[src/rtl/teller_dispatcher.sv]
// teller_dispatcher: hands queued ticket numbers from the ticket FIFO to teller counters.
//
// The block is the FIFO's only reader. It arbitrates round-robin among requesting tellers,
// pops one ticket per dispatch and delivers it with a one-hot, single-cycle grant. Each
// dispatch runs IDLE -> ISSUE -> CAPTURE -> GRANT, so throughput is at most one ticket
// every four cycles.
//
// A teller that has been served is masked until it drops its request for at least one
// cycle, so a held request never collects two tickets.
//
// Optional feature (macro DISPATCH_PRIO_EN): teller 0 is a priority desk. It wins whenever
// it is eligible, tellers 1..N_TELLERS-1 round-robin among themselves, and the round-robin
// pointer does not move when teller 0 is served. Undefined: pure round-robin.
//
// Ports:
//   clk           system clock, rising edge
//   rst_n         synchronous active-low reset
//   teller_req    level request per teller, "ready for next customer"
//   fifo_empty    FIFO empty flag, sampled only in IDLE
//   fifo_data     FIFO read data, valid the cycle after fifo_rd
//   fifo_rd       FIFO read strobe, one cycle per ticket
//   teller_grant  one-hot, one cycle, to the teller being served
//   ticket        last dispatched ticket, held until the next dispatch
//   ticket_valid  high together with teller_grant
//   served_cnt    saturating count of dispatched tickets
//   busy          high whenever a dispatch is in progress
module teller_dispatcher #(
  parameter int unsigned N_TELLERS = 3,
  parameter int unsigned DATA_W    = 8,
  parameter int unsigned CNT_W     = 16
) (
  input  logic                 clk,
  input  logic                 rst_n,
  input  logic [N_TELLERS-1:0] teller_req,
  input  logic                 fifo_empty,
  input  logic [DATA_W-1:0]    fifo_data,
  output logic                 fifo_rd,
  output logic [N_TELLERS-1:0] teller_grant,
  output logic [DATA_W-1:0]    ticket,
  output logic                 ticket_valid,
  output logic [CNT_W-1:0]     served_cnt,
  output logic                 busy
);

  localparam int unsigned     IdxW    = (N_TELLERS > 1) ? $clog2(N_TELLERS) : 1;
  localparam logic [IdxW-1:0] LastIdx = IdxW'(N_TELLERS - 1);
  localparam logic [IdxW:0]   NumT    = (IdxW + 1)'(N_TELLERS);
  localparam logic [CNT_W-1:0] CntMax = '1;

  typedef enum logic [1:0] {StIdle, StIssue, StCapture, StGrant} state_e;

  state_e                 state_q, state_d;
  logic [IdxW-1:0]        winner_q, winner_d;
  logic [IdxW-1:0]        rr_q, rr_d;
  logic [N_TELLERS-1:0]   mask_q, mask_d;
  logic [DATA_W-1:0]      ticket_q, ticket_d;
  logic [CNT_W-1:0]       served_q, served_d;

  logic [N_TELLERS-1:0]   eligible;
  logic [N_TELLERS-1:0]   rr_elig;
  logic [IdxW:0]          cand;
  logic [IdxW-1:0]        pick_idx;
  logic                   pick_found;
  logic [IdxW-1:0]        next_rr;

  assign eligible = teller_req & mask_q;
  assign next_rr  = (winner_q == LastIdx) ? '0 : winner_q + IdxW'(1);

  // Winner search: first eligible bit at or above rr_q, wrapping past the last teller.
  always_comb begin
    rr_elig    = eligible;
`ifdef DISPATCH_PRIO_EN
    rr_elig[0] = 1'b0;
`endif
    cand       = '0;
    pick_idx   = '0;
    pick_found = 1'b0;
    for (int unsigned k = 0; k < N_TELLERS; k++) begin
      cand = {1'b0, rr_q} + (IdxW + 1)'(k);
      if (cand >= NumT) begin
        cand = cand - NumT;
      end
      if (!pick_found && rr_elig[cand[IdxW-1:0]]) begin
        pick_found = 1'b1;
        pick_idx   = cand[IdxW-1:0];
      end
    end
`ifdef DISPATCH_PRIO_EN
    if (eligible[0]) begin
      pick_found = 1'b1;
      pick_idx   = '0;
    end
`endif
  end

  always_comb begin
    state_d  = state_q;
    winner_d = winner_q;
    rr_d     = rr_q;
    ticket_d = ticket_q;
    served_d = served_q;
    // A dropped request re-arms that teller; clearing on grant below takes precedence.
    mask_d   = mask_q | ~teller_req;
    unique case (state_q)
      StIdle: begin
        if (pick_found && !fifo_empty) begin
          winner_d = pick_idx;
          state_d  = StIssue;
        end
      end
      StIssue: begin
        state_d = StCapture;
      end
      StCapture: begin
        // Ticket and count are registered here so both are visible alongside the grant.
        ticket_d = fifo_data;
        if (served_q != CntMax) begin
          served_d = served_q + CNT_W'(1);
        end
        state_d = StGrant;
      end
      StGrant: begin
        mask_d[winner_q] = 1'b0;
`ifdef DISPATCH_PRIO_EN
        if (winner_q != '0) begin
          rr_d = next_rr;
        end
`else
        rr_d = next_rr;
`endif
        state_d = StIdle;
      end
      default: begin
        state_d = StIdle;
      end
    endcase
  end

  always_ff @(posedge clk) begin
    if (!rst_n) begin
      state_q  <= StIdle;
      winner_q <= '0;
      rr_q     <= '0;
      mask_q   <= '1;
      ticket_q <= '0;
      served_q <= '0;
    end else begin
      state_q  <= state_d;
      winner_q <= winner_d;
      rr_q     <= rr_d;
      mask_q   <= mask_d;
      ticket_q <= ticket_d;
      served_q <= served_d;
    end
  end

  always_comb begin
    teller_grant = '0;
    if (state_q == StGrant) begin
      teller_grant[winner_q] = 1'b1;
    end
  end

  assign fifo_rd      = (state_q == StIssue);
  assign ticket_valid = (state_q == StGrant);
  assign busy         = (state_q != StIdle);
  assign ticket       = ticket_q;
  assign served_cnt   = served_q;

endmodule

[config.mk]
export PLATFORM = sky130hd
export DESIGN_NAME = teller_dispatcher
export DESIGN_NICKNAME = d
export VERILOG_FILES = /design/src/rtl/teller_dispatcher.sv
export SDC_FILE = /design/constraint.sdc
export NUM_CORES = 1
export LEC_CHECK = 0
export CELL_PAD_IN_SITES_DETAIL_PLACEMENT = 1
export CELL_PAD_IN_SITES_GLOBAL_PLACEMENT = 1
export CORE_MARGIN = 5
export CORE_UTILIZATION = 49
export DETAILED_ROUTE_END_ITERATION = 7
export DONT_BUFFER_PORTS = 1
export PLACE_DENSITY_LB_ADDON = 0.25
export SKIP_LAST_GASP = 1
export SYNTH_ARGS = -nofsm -noshare
export SYNTH_HDL_FRONTEND = slang
export SYNTH_SLANG_ARGS = --single-unit
[constraint.sdc]
create_clock -name clk -period 2.5 [get_ports clk]
set_input_delay 0.25 -clock clk [delete_from_list [all_inputs] [get_ports clk]]
set_output_delay 0.25 -clock clk [all_outputs]
set_load 0.1 [all_outputs]
-- Word level (Yosys, flattened, before mapping)
Index checks and enable logic that the tools add are counted.
- register bits: 33
- bits in latches: 0
- memory bits (writable): 0
- ROM bits: 0
- input port bits: 14
- output and inout bits: 30
- word-level logic and storage cells: 65
- memories kept: 0
- add/subtract/negate cells: 7
- multipliers: 0
- div/mod/pow operators: 0
- magnitude comparators: 8
- equality and inequality tests: 6
- shift-type cells: 0
- mux-type cells: 22
- bitwise gates (word level): 5
- reductions and logical operators: 11
- operators with widths (operator ; count):
    adder 16 x 1 -> 16 bit (second input constant) ; 1
    2-to-1 mux 2 bit ; 8
    inequality test 16 bit (second input constant) ; 1
    less-than comparator 2 x 3 -> 1 bit (second input constant) ; 4
    one-hot mux 2 bit (4 select lines) ; 1
    2-to-1 mux 1 bit ; 7
    AND 3 bit ; 2
    binary-select mux 1 bit (select 2 bit) ; 3
    equality test 2 bit (second input constant) ; 3
    greater-or-equal comparator 3 x 2 -> 1 bit (second input constant) ; 2
    2-to-1 mux 3 bit ; 2
    inverter 3 bit ; 2
    subtractor 2 bit (second input constant) ; 3
    logical AND 1 bit ; 4
    AND reduction 2 bit ; 2
    adder 2 x 1 -> 3 bit (second input constant) ; 1
    adder 2 x 2 -> 3 bit (second input constant) ; 1
    zero test 1 bit ; 3
    OR 3 bit ; 1
    adder 2 x 1 -> 2 bit (second input constant) ; 1
    demux 1 bit (select 2 bit) ; 1
    equality test 2 x 1 -> 1 bit (second input constant) ; 1
    greater-or-equal comparator 2 x 1 -> 1 bit (second input constant) ; 1
    greater-or-equal comparator 2 bit (second input constant) ; 1
    other kinds (3) ; 3

-- Depth between registers and ports, before layout
Gate-level depths: netlist (run 1).
- depth after elaboration: 14
- depth in mapped cells: 8
- depth with buffers taken out: 7

-- Worst setup path before layout (run 1)
OpenSTA, ideal clock, no wires.
- path type: reg2reg
- start point: register state_q[1]
- end point: register mask_q[0]
- library setup time: 244 ps
- arrival: 3883 ps
- required time: 2256 ps
- slack: -1627 ps
- stages on the path, launching flop included: 4
- path buffers: 0
- period minus slack after synthesis: 4127 ps
- path through: dfxtp_1 -> ha_1 -> nor3b_1 -> o21ai_0
- longest elaborated chain between the ends: 2
- ends and longest elaborated chain (element ; RTL line ; source):
    start, declared ; 52 ; state_e state_q, state_d;
    start signal, assigned ; 141 ; state_q <= StIdle;
    start signal, assigned ; 148 ; state_q <= state_d;
    equality test 2 bit ; -- ;
    named net ticket_valid ; 40 ; output logic ticket_valid,
    2-to-1 mux 3 bit ; 104 ; unique case (state_q)
    end signal, assigned ; 151 ; mask_q <= mask_d;
    end, declared ; 55 ; logic [N_TELLERS-1:0] mask_q, mask_d;
The timed path passes the listed nets, and every way through them passes these cells.
A chain may end at the register's enable or synchronous reset.

-- Worst setup path in the final report (run 1)
- start point: register rr_q[0]
- end point: register state_q[0]
- longest elaborated chain between the ends: 13
- elaborated cells between the ends (all ways): 26
- those cells by class: 5 x add/sub; 3 x order compare; 1 x eq/ne; 12 x mux; 5 x reduce/logical
- ends and longest elaborated chain (element ; RTL line ; source):
    start, declared ; 54 ; logic [IdxW-1:0] rr_q, rr_d;
    start signal, assigned ; 150 ; rr_q <= rr_d;
    parallel branches: the longest is 10 deep, another holds adder 2 x 1 -> 3 bit ; -- ;
    2-to-1 mux 1 bit * ; 83 ; if (!pick_found && rr_elig[cand[IdxW-1:0]]) begin
    logical AND 1 bit * ; 106 ; if (pick_found && !fifo_empty) begin
    inequality test 2 bit (no source line) * ; -- ;
Mark *: on every way between the ends. The select of a mux whose other input is x is not followed.

==> results of run 1 <==
## metal layers
metal	share of wire	vias up	GRT usage
met2	0.52	40	0.3933
met3	0.067	8	0.07942
li1	-	707	-
met5	0	-	0
met1	0.40	734	0.2280
met4	0.018	0	0.07940
## area by class of cell
class                      instances  area (µm²)
sequential                        33       660.6
inverter                           8       30.03
tap                               46       57.56
clock inverter                     1       30.03
clock buffer                       7       55.05
fill                             397        1314
timing repair buffer              28       212.7
multi-input combinational        136       977.2
## placed cells by master, fill, tap and decap left out, drive strengths merged, types with 10 or more instances in the layout
cell type  Yosys  routed
buf            1      27
dfxtp         33      33
mux2i         12      12
nand2         16      16
nand3         10      10
nor2b         12      12
## logic make-up after synthesis
family | Yosys count
flip-flops | 33
AO/OA/AOI/OAI | 27
adder cells (fa/ha/maj) | 9
XOR/XNOR | 7
multiplexers | 12
AND/OR/NAND/NOR | 81
buffers and inverters | 14
## power groups by stage
| stage | clock network, mW | registers (mW) | logic, mW |
|---|---|---|---|
| floorplan | 0 | 0.814 | 0.426 |
| global placement | 0 | 0.692 | 0.643 |
| detailed placement | 0 | 0.697 | 0.673 |
| CTS | 0.434 | 0.685 | 0.682 |
| global route | 0.454 | 0.693 | 0.715 |
| finish | 0.432 | 0.686 | 0.675 |
## state kept, by name (all words and copies together), names as in the netlist
name        cells
winner_q        2
state_q         2
rr_q            2
served_cnt     16
ticket          8
mask_q          3
## per-stage QoR
stage | area, µm² | power (mW)
2_1_floorplan | 1690 | 1.240
3_3_place_gp | 1928 | 1.335
3_5_place_dp | 1928 | 1.370
4_1_cts | 2023 | 1.801
5_1_grt | 2023 | 1.862
6_report | 2023 | 1.793
## worst reg2reg max path, cell delays in order, from the launching register on
cell and delay (ps):
dfxtp_1 360, inv_1 70, ha_1 400, nor3_1 80, o21ai_0 190, nand4b_1 190
and2_1 230, o311a_1 290
## how the worst min path moves through the flow
stage | from | end | slack, ps | cells past startpoint
6_report | rst_n | served_cnt[9] | 10 | 1
5_1_grt | rst_n | served_cnt[9] | 10 | 1
4_1_cts | rst_n | served_cnt[9] | 20 | 1
2_1_floorplan | fifo_data[0] | ticket[0] | 420 | 2
3_5_place_dp | rst_n | mask_q[1] | 340 | 1
3_3_place_gp | rst_n | mask_q[1] | 330 | 1
==> summary.txt, run 1 <==
Status
  – Status: completed

STA
  – Minimum clock period: 1922 ps
  – Worst-margin pin slew: approximately 980 ps
  – Max-slew violations: 0
  – Hold WS: ~14 ps
  – Max Freq: 0.5204 GHz
  – Setup WS post-layout: roughly 580 ps
  – Period utilisation layout: 0.7687
  – Final Hold Fails: 0
  – Slew HR: 0.3431
  – Setup Viol. Count Final: 0
  – RSZ-0062 raised after global routing: no
  – Setup Skew: approximately 14 ps
  – Setup TNS: 0 ps

Power
  – Clock power frac: 0.241
  – Pwr/cell area: just under 900 nW/µm²
  – VDD IR max: 715.8 µV
  – Internal power: roughly 1.0 mW
  – Sw power: about 0.79 mW
  – Lkg Pwr: 0.8495 nW
  – Flop pwr share: 0.383
  – Combinational share of power: 0.376
  – Sw Share: 0.4429

Yosys
  – Yosys top cell area share: 0.3940
  – Synthesized-area fraction occupied by adder cells: 0.06567
  – Most frequent cell after synthesis: dfxtp_1
  – EDFF count, synth: 0
  – Primary FF master, synth: dfxtp_1
  – Post-synthesis mux area share: 0.07164
  – Seq cells post-synth: 33
  – Post-synthesis compound-gate area fraction: 0.1082
  – Mapped cell area: 1677 µm²
  – Syn Area/Cell: about 9.2 µm²
  – Top cells by count, synth: 33 x dfxtp_1, 15 x nand2_1, 12 x mux2i_1, 12 x nor2b_1, 10 x nand3_1
  – Post-Synthesis Cells: between 150 and 200
  – Biggest area consumer among synthesized cells: dfxtp_1
  – Simple-Gate Fraction of Synth Area: 0.2925
  – Largest family of logic cells by synthesized area: simple AND/OR/NAND/NOR gates
  – Sequential element share of the synthesized area: 0.3940
  – Library cells used by synthesis: 42
  – Synth Warn #: 0
  – Fraction of registers with async set/reset: 0
  – Top cells by area, synth: dfxtp_1 39%, mux2i_1 7.2%, ha_1 6.0%
  – Post-Synth XOR/XNOR Area: 0.03657
  – Post-synthesis net count: 205

Clock tree
  – H-tree depth: 2
  – CTS tree: yes
  – Latest clock arrival within the worst-skew pair: between 300 and 400 ps
  – Postcts setup bufs: 0
  – Root buffer cell: clkbuf_4
  – Clock slew seen by the registers of the worst setup and hold paths: about 120 ps
  – Clock tree buffer depth: 2
  – CTS buffer count: 5
  – Clk sinks: 33
  – # hold bufs at CTS: 1
  – CTS resizes: 0

Detailed routing
  – DR WL/cell: 18.34 µm
  – DRC errors left: 0
  – Drt total wl: about 4800 µm
  – Total number of vias: between 1k and 1.5k
  – Via-to-Cell Ratio: around 5.7
  – Iter 0 DRT Violations: 54
  – ANT nets after route: 0
  – First-pass iteration count of the detailed router: 4

Critical path
  – Crit path from: rr_q[0]
  – CP delay by family, top: simple AND/OR/NAND/NOR gates
  – Reg2reg start: rr_q[0]
  – CP max-delay cell: ha_1
  – Cell breakdown of the critical path: inv_1, ha_1, nor3_1, o21ai_0, nand4b_1, and2_1, o311a_1
  – Critical Path RT: approximately 2700 ps
  – Reg-to-reg critical path endpoint: state_q[0]
  – Flop2flop setup slack: 580 ps
  – Critical path buffers and inverters: 1
  – Instance count on the critical path: 7
  – Kind of critical path: flip-flop to flip-flop
  – Slowest stage delay, CP: approximately 400 ps
  – Critical path arrival: approximately 2200 ps
  – CP endpoint kind: flip-flop
  – Kind of start point of the critical path: flip-flop
  – FF-to-FF path depth: 7
  – Crit-path max FO: 7
  – CP Capture Point: state_q[0]

Floorplan
  – I/O Pins: 44
  – Core area: approximately 3300 µm²
  – Die X: around 68 µm
  – Number of placement rows: 21
  – Initial Util: 0.5024
  – Die H: around 70 µm
  – Die area: between 4000 and 5000 µm²

Placement
  – Hpwl dp: approximately 3500 µm
  – Port bufs: 0
  – Worst slack at placement: ~630 ps
  – Inst Count DP: 250
  – GP Congestion: 0.7440

Global route
  – Global-route wire length before repair: around 7500 µm
  – Gr usage total: 0.2174
  – GR Overflow Total: 0
  – Pin count of the biggest net entering global routing: 40
  – Initial antenna violation count: 0
  – Number of global-route vias before repair: about 1.6k

Cells and area
  – Area Overhead vs Synth: 20.67%
  – Nets: roughly 230
  – Final Non-Filler Cells: 259
  – Ant. Diodes: 0
  – Layout cells sized above 1: 0.1972
  – Final core occ: 0.6063

Flow run
  – Max_cap viols: 0

Worst hold path
  – Min-delay worst type: input port to flip-flop
No activity file was read; power rests on OpenSTA's default activity.
==> inputs of run 2 (changes only) <==
--- a/config.mk
+++ b/config.mk
@@ -8,7 +8,7 @@
 export CELL_PAD_IN_SITES_DETAIL_PLACEMENT = 1
 export CELL_PAD_IN_SITES_GLOBAL_PLACEMENT = 1
 export CORE_MARGIN = 5
-export CORE_UTILIZATION = 49
+export CORE_UTILIZATION = 41
 export DETAILED_ROUTE_END_ITERATION = 7
 export DONT_BUFFER_PORTS = 1
 export PLACE_DENSITY_LB_ADDON = 0.25
==> constraint.sdc (replaced) <==
create_clock -name clk -period 1.7 [get_ports clk]
set_input_delay 0.17 -clock clk [delete_from_list [all_inputs] [get_ports clk]]
set_output_delay 0.17 -clock clk [all_outputs]
set_load 0.1 [all_outputs]
==> summary.txt, run 2 (synthesis gave the netlist of run 1 again) <==
Detailed routing
  – Total number of vias: 1577 (+5.9%)
  – DRC errors left: 0 (unchanged)
  – Iter 0 DRT Violations: 71 (+31%)
  – First-pass iteration count of the detailed router: 4 (unchanged)
  – Drt total wl: 5373 µm (+13%)
  – Via-to-Cell Ratio: 5.693 (-0.97%)
  – DR WL/cell: 19.40 µm (+5.7%)
  – ANT nets after route: 0 (unchanged)

Clock tree
  – Clock tree buffer depth: 2 (unchanged)
  – Root buffer cell: clkbuf_8
  – CTS tree: yes
  – H-tree depth: 2 (unchanged)
  – Clk sinks: 33 (unchanged)
  – CTS buffer count: 5 (unchanged)
  – Clock slew seen by the registers of the worst setup and hold paths: 70 ps (-50 ps)
  – Latest clock arrival within the worst-skew pair: 290 ps (-60 ps)

Power
  – VDD IR max: 1369 µV (+91%)
  – Post-layout power: 2.923 mW (+63%)
  – Lkg Pwr: 0.9809 nW (+15%)
  – Pwr/cell area: 1217 nW/µm² (+37%)

Critical path
  – Kind of critical path: flip-flop to flip-flop
  – Critical path arrival: 1930 ps (-230 ps)
  – Critical Path RT: 1890 ps (-850 ps)
  – Slowest stage delay, CP: 330 ps (-70 ps)
  – Crit-path max FO: 5 (-2)
  – Kind of start point of the critical path: flip-flop
  – Cell breakdown of the critical path: inv_1, ha_2, and4_1, nand2_4, nor4_2, xor2_1, and2_1
  – CP endpoint kind: flip-flop
  – Reg-to-reg critical path endpoint: served_cnt[9]
  – FF-to-FF path depth: 7 (unchanged)
  – Reg2reg start: state_q[0]
  – Flop2flop setup slack: -40 ps (-620 ps)
  – CP max-delay cell: dfxtp_2

STA
  – Period utilisation layout: 1.026 (+0.2576)
  – Slew HR: 0.7097 (+0.3665)
  – Worst-margin pin slew: 434.1 ps (-549.9 ps)
  – Max Freq: 0.5732 GHz (+10%)
  – Setup Skew: 7.701 ps (-6.550 ps)
  – Hold WS: 2.428 ps (-11.14 ps)
  – Setup Viol. Count Final: 2 (+2)
  – Minimum clock period: 1745 ps (-177.1 ps)
  – Setup WS post-layout: -44.69 ps (-622.9 ps)
  – Final Hold Fails: 0 (unchanged)
  – RSZ-0062 raised after global routing: yes
  – Max-slew violations: 0 (unchanged)

Placement
  – Hpwl dp: 3727 µm (+6.8%)
  – GP Congestion: 0.7637 (+2.6%)
  – Port bufs: 0 (unchanged)
  – Placed Area: 2175 µm² (+13%)

Worst hold path
  – Hold Path Cell Cnt: 1 (unchanged)
  – HP Start: rst_n
  – Worst hold path endpoint: rr_q[0]
  – Min-delay worst type: input port to flip-flop

Floorplan
  – Die area: 5468 µm² (+17%)
  – Die X: 73.95 µm (+8.0%)
  – Core area: 3971 µm² (+19%)
  – Die H: 73.95 µm (+8.0%)
  – Number of placement rows: 23 (+9.5%)
  – Initial Util: 0.4222 (-0.08026)
  – I/O Pins: 44 (unchanged)

Global route
  – Pin count of the biggest net entering global routing: 35 (-13%)
  – Gr usage total: 0.2050 (-0.01237)
  – GR Overflow Total: 0 (unchanged)
  – Global-route wire length before repair: 8424 µm (+13%)
  – Initial antenna violation count: 0 (unchanged)
  – Number of global-route vias before repair: 1755 (+9.3%)

Cells and area
  – Nets: 248 (+6.0%)
  – Layout cells sized above 1: 0.4185 (+0.2213)
  – Ant. Diodes: 0 (unchanged)
  – Largest register FFs: 16 (unchanged)
  – Most frequent cells in the layout: 37 x buf_4, 16 x dfxtp_4, 14 x nand2_1
  – Area Overhead vs Synth: 43.28%
  – Fillers: 441 (+11%)
  – Commonest non-fill, non-tap cell in the layout: buf_4
  – Post-route design area: 2402 µm² (+19%)

Status
  – Status: finished with violations
  – Failing checks: negative setup slack

Flow run
  – Max_cap viols: 0 (unchanged)
## run 2: changes by cell type in the layout (fill, tap and decap cells not counted), sizes merged
cell,delta
buf,+14
## run 2: cell type report
class	instances	area (µm²)	share of cell area
Clock inverter	1	30.03	0.01250
Tap cell	50	62.56	0.02604
Inverter	8	30.03	0.01250
Clock buffer	7	86.33	0.03594
Multi-Input combinational cell	136	1109	0.4615
Timing Repair Buffer	42	359.1	0.1495
Sequential cell	33	725.7	0.3021
## run 2: repair_timing
action	CTS	global route
hold buffers	1	0
endpoints found under the hold margin	8	0
buffers inserted	0	2
setup endpoints to repair	4	13
pin swaps	1	6
gates resized for setup	4	17
## run 2: metal layers
metal	share of wire	GRT usage
met1	0.36	0.2076
met2	0.54	0.3671
met3	0.053	0.06081
met4	0.041	0.1268
met5	0	0
## run 2: how the worst max path moves through the flow
| stage | depth (start not counted) | to | from | slack [ps] |
|---|---|---|---|---|
| 2_1_floorplan | 3 | mask_q[0] | state_q[1] | -190 |
| 3_3_place_gp | 7 | state_q[0] | rr_q[0] | 60 |
| 3_5_place_dp | 7 | winner_q[1] | rr_q[0] | -40 |
| 4_1_cts | 7 | served_cnt[9] | state_q[0] | -40 |
| 5_1_grt | 7 | served_cnt[13] | state_q[0] | -80 |
| 6_report | 7 | served_cnt[9] | state_q[0] | -40 |
## run 2: critical path: cells and delay by family (launching register included)
family	cells	cell delay [ps]
AND/OR/NAND/NOR	4	900
adder cells (fa/ha/maj)	1	220
flip-flops	1	330
XOR/XNOR	1	110
buffers and inverters	1	90
## run 2: per-stage QoR
stage          worst slack [ps]  utilization  setup TNS [ps]  std cells
2_1_floorplan            -192.4            -          -559.9        183
3_3_place_gp              64.82       0.5476               0        266
3_5_place_dp             -42.61       0.5476          -76.05        266
4_1_cts                  -37.17       0.5838          -60.13        275
5_1_grt                  -80.29       0.6049          -332.6        277
6_report                 -44.69       0.6049          -69.00        277
## run 2: where the power goes
part	total, mW	internal [mW]	switching, mW
Combinational	1.26	0.387	0.876
Clock	0.770	0.478	0.292
Sequential	0.891	0.834	0.0568
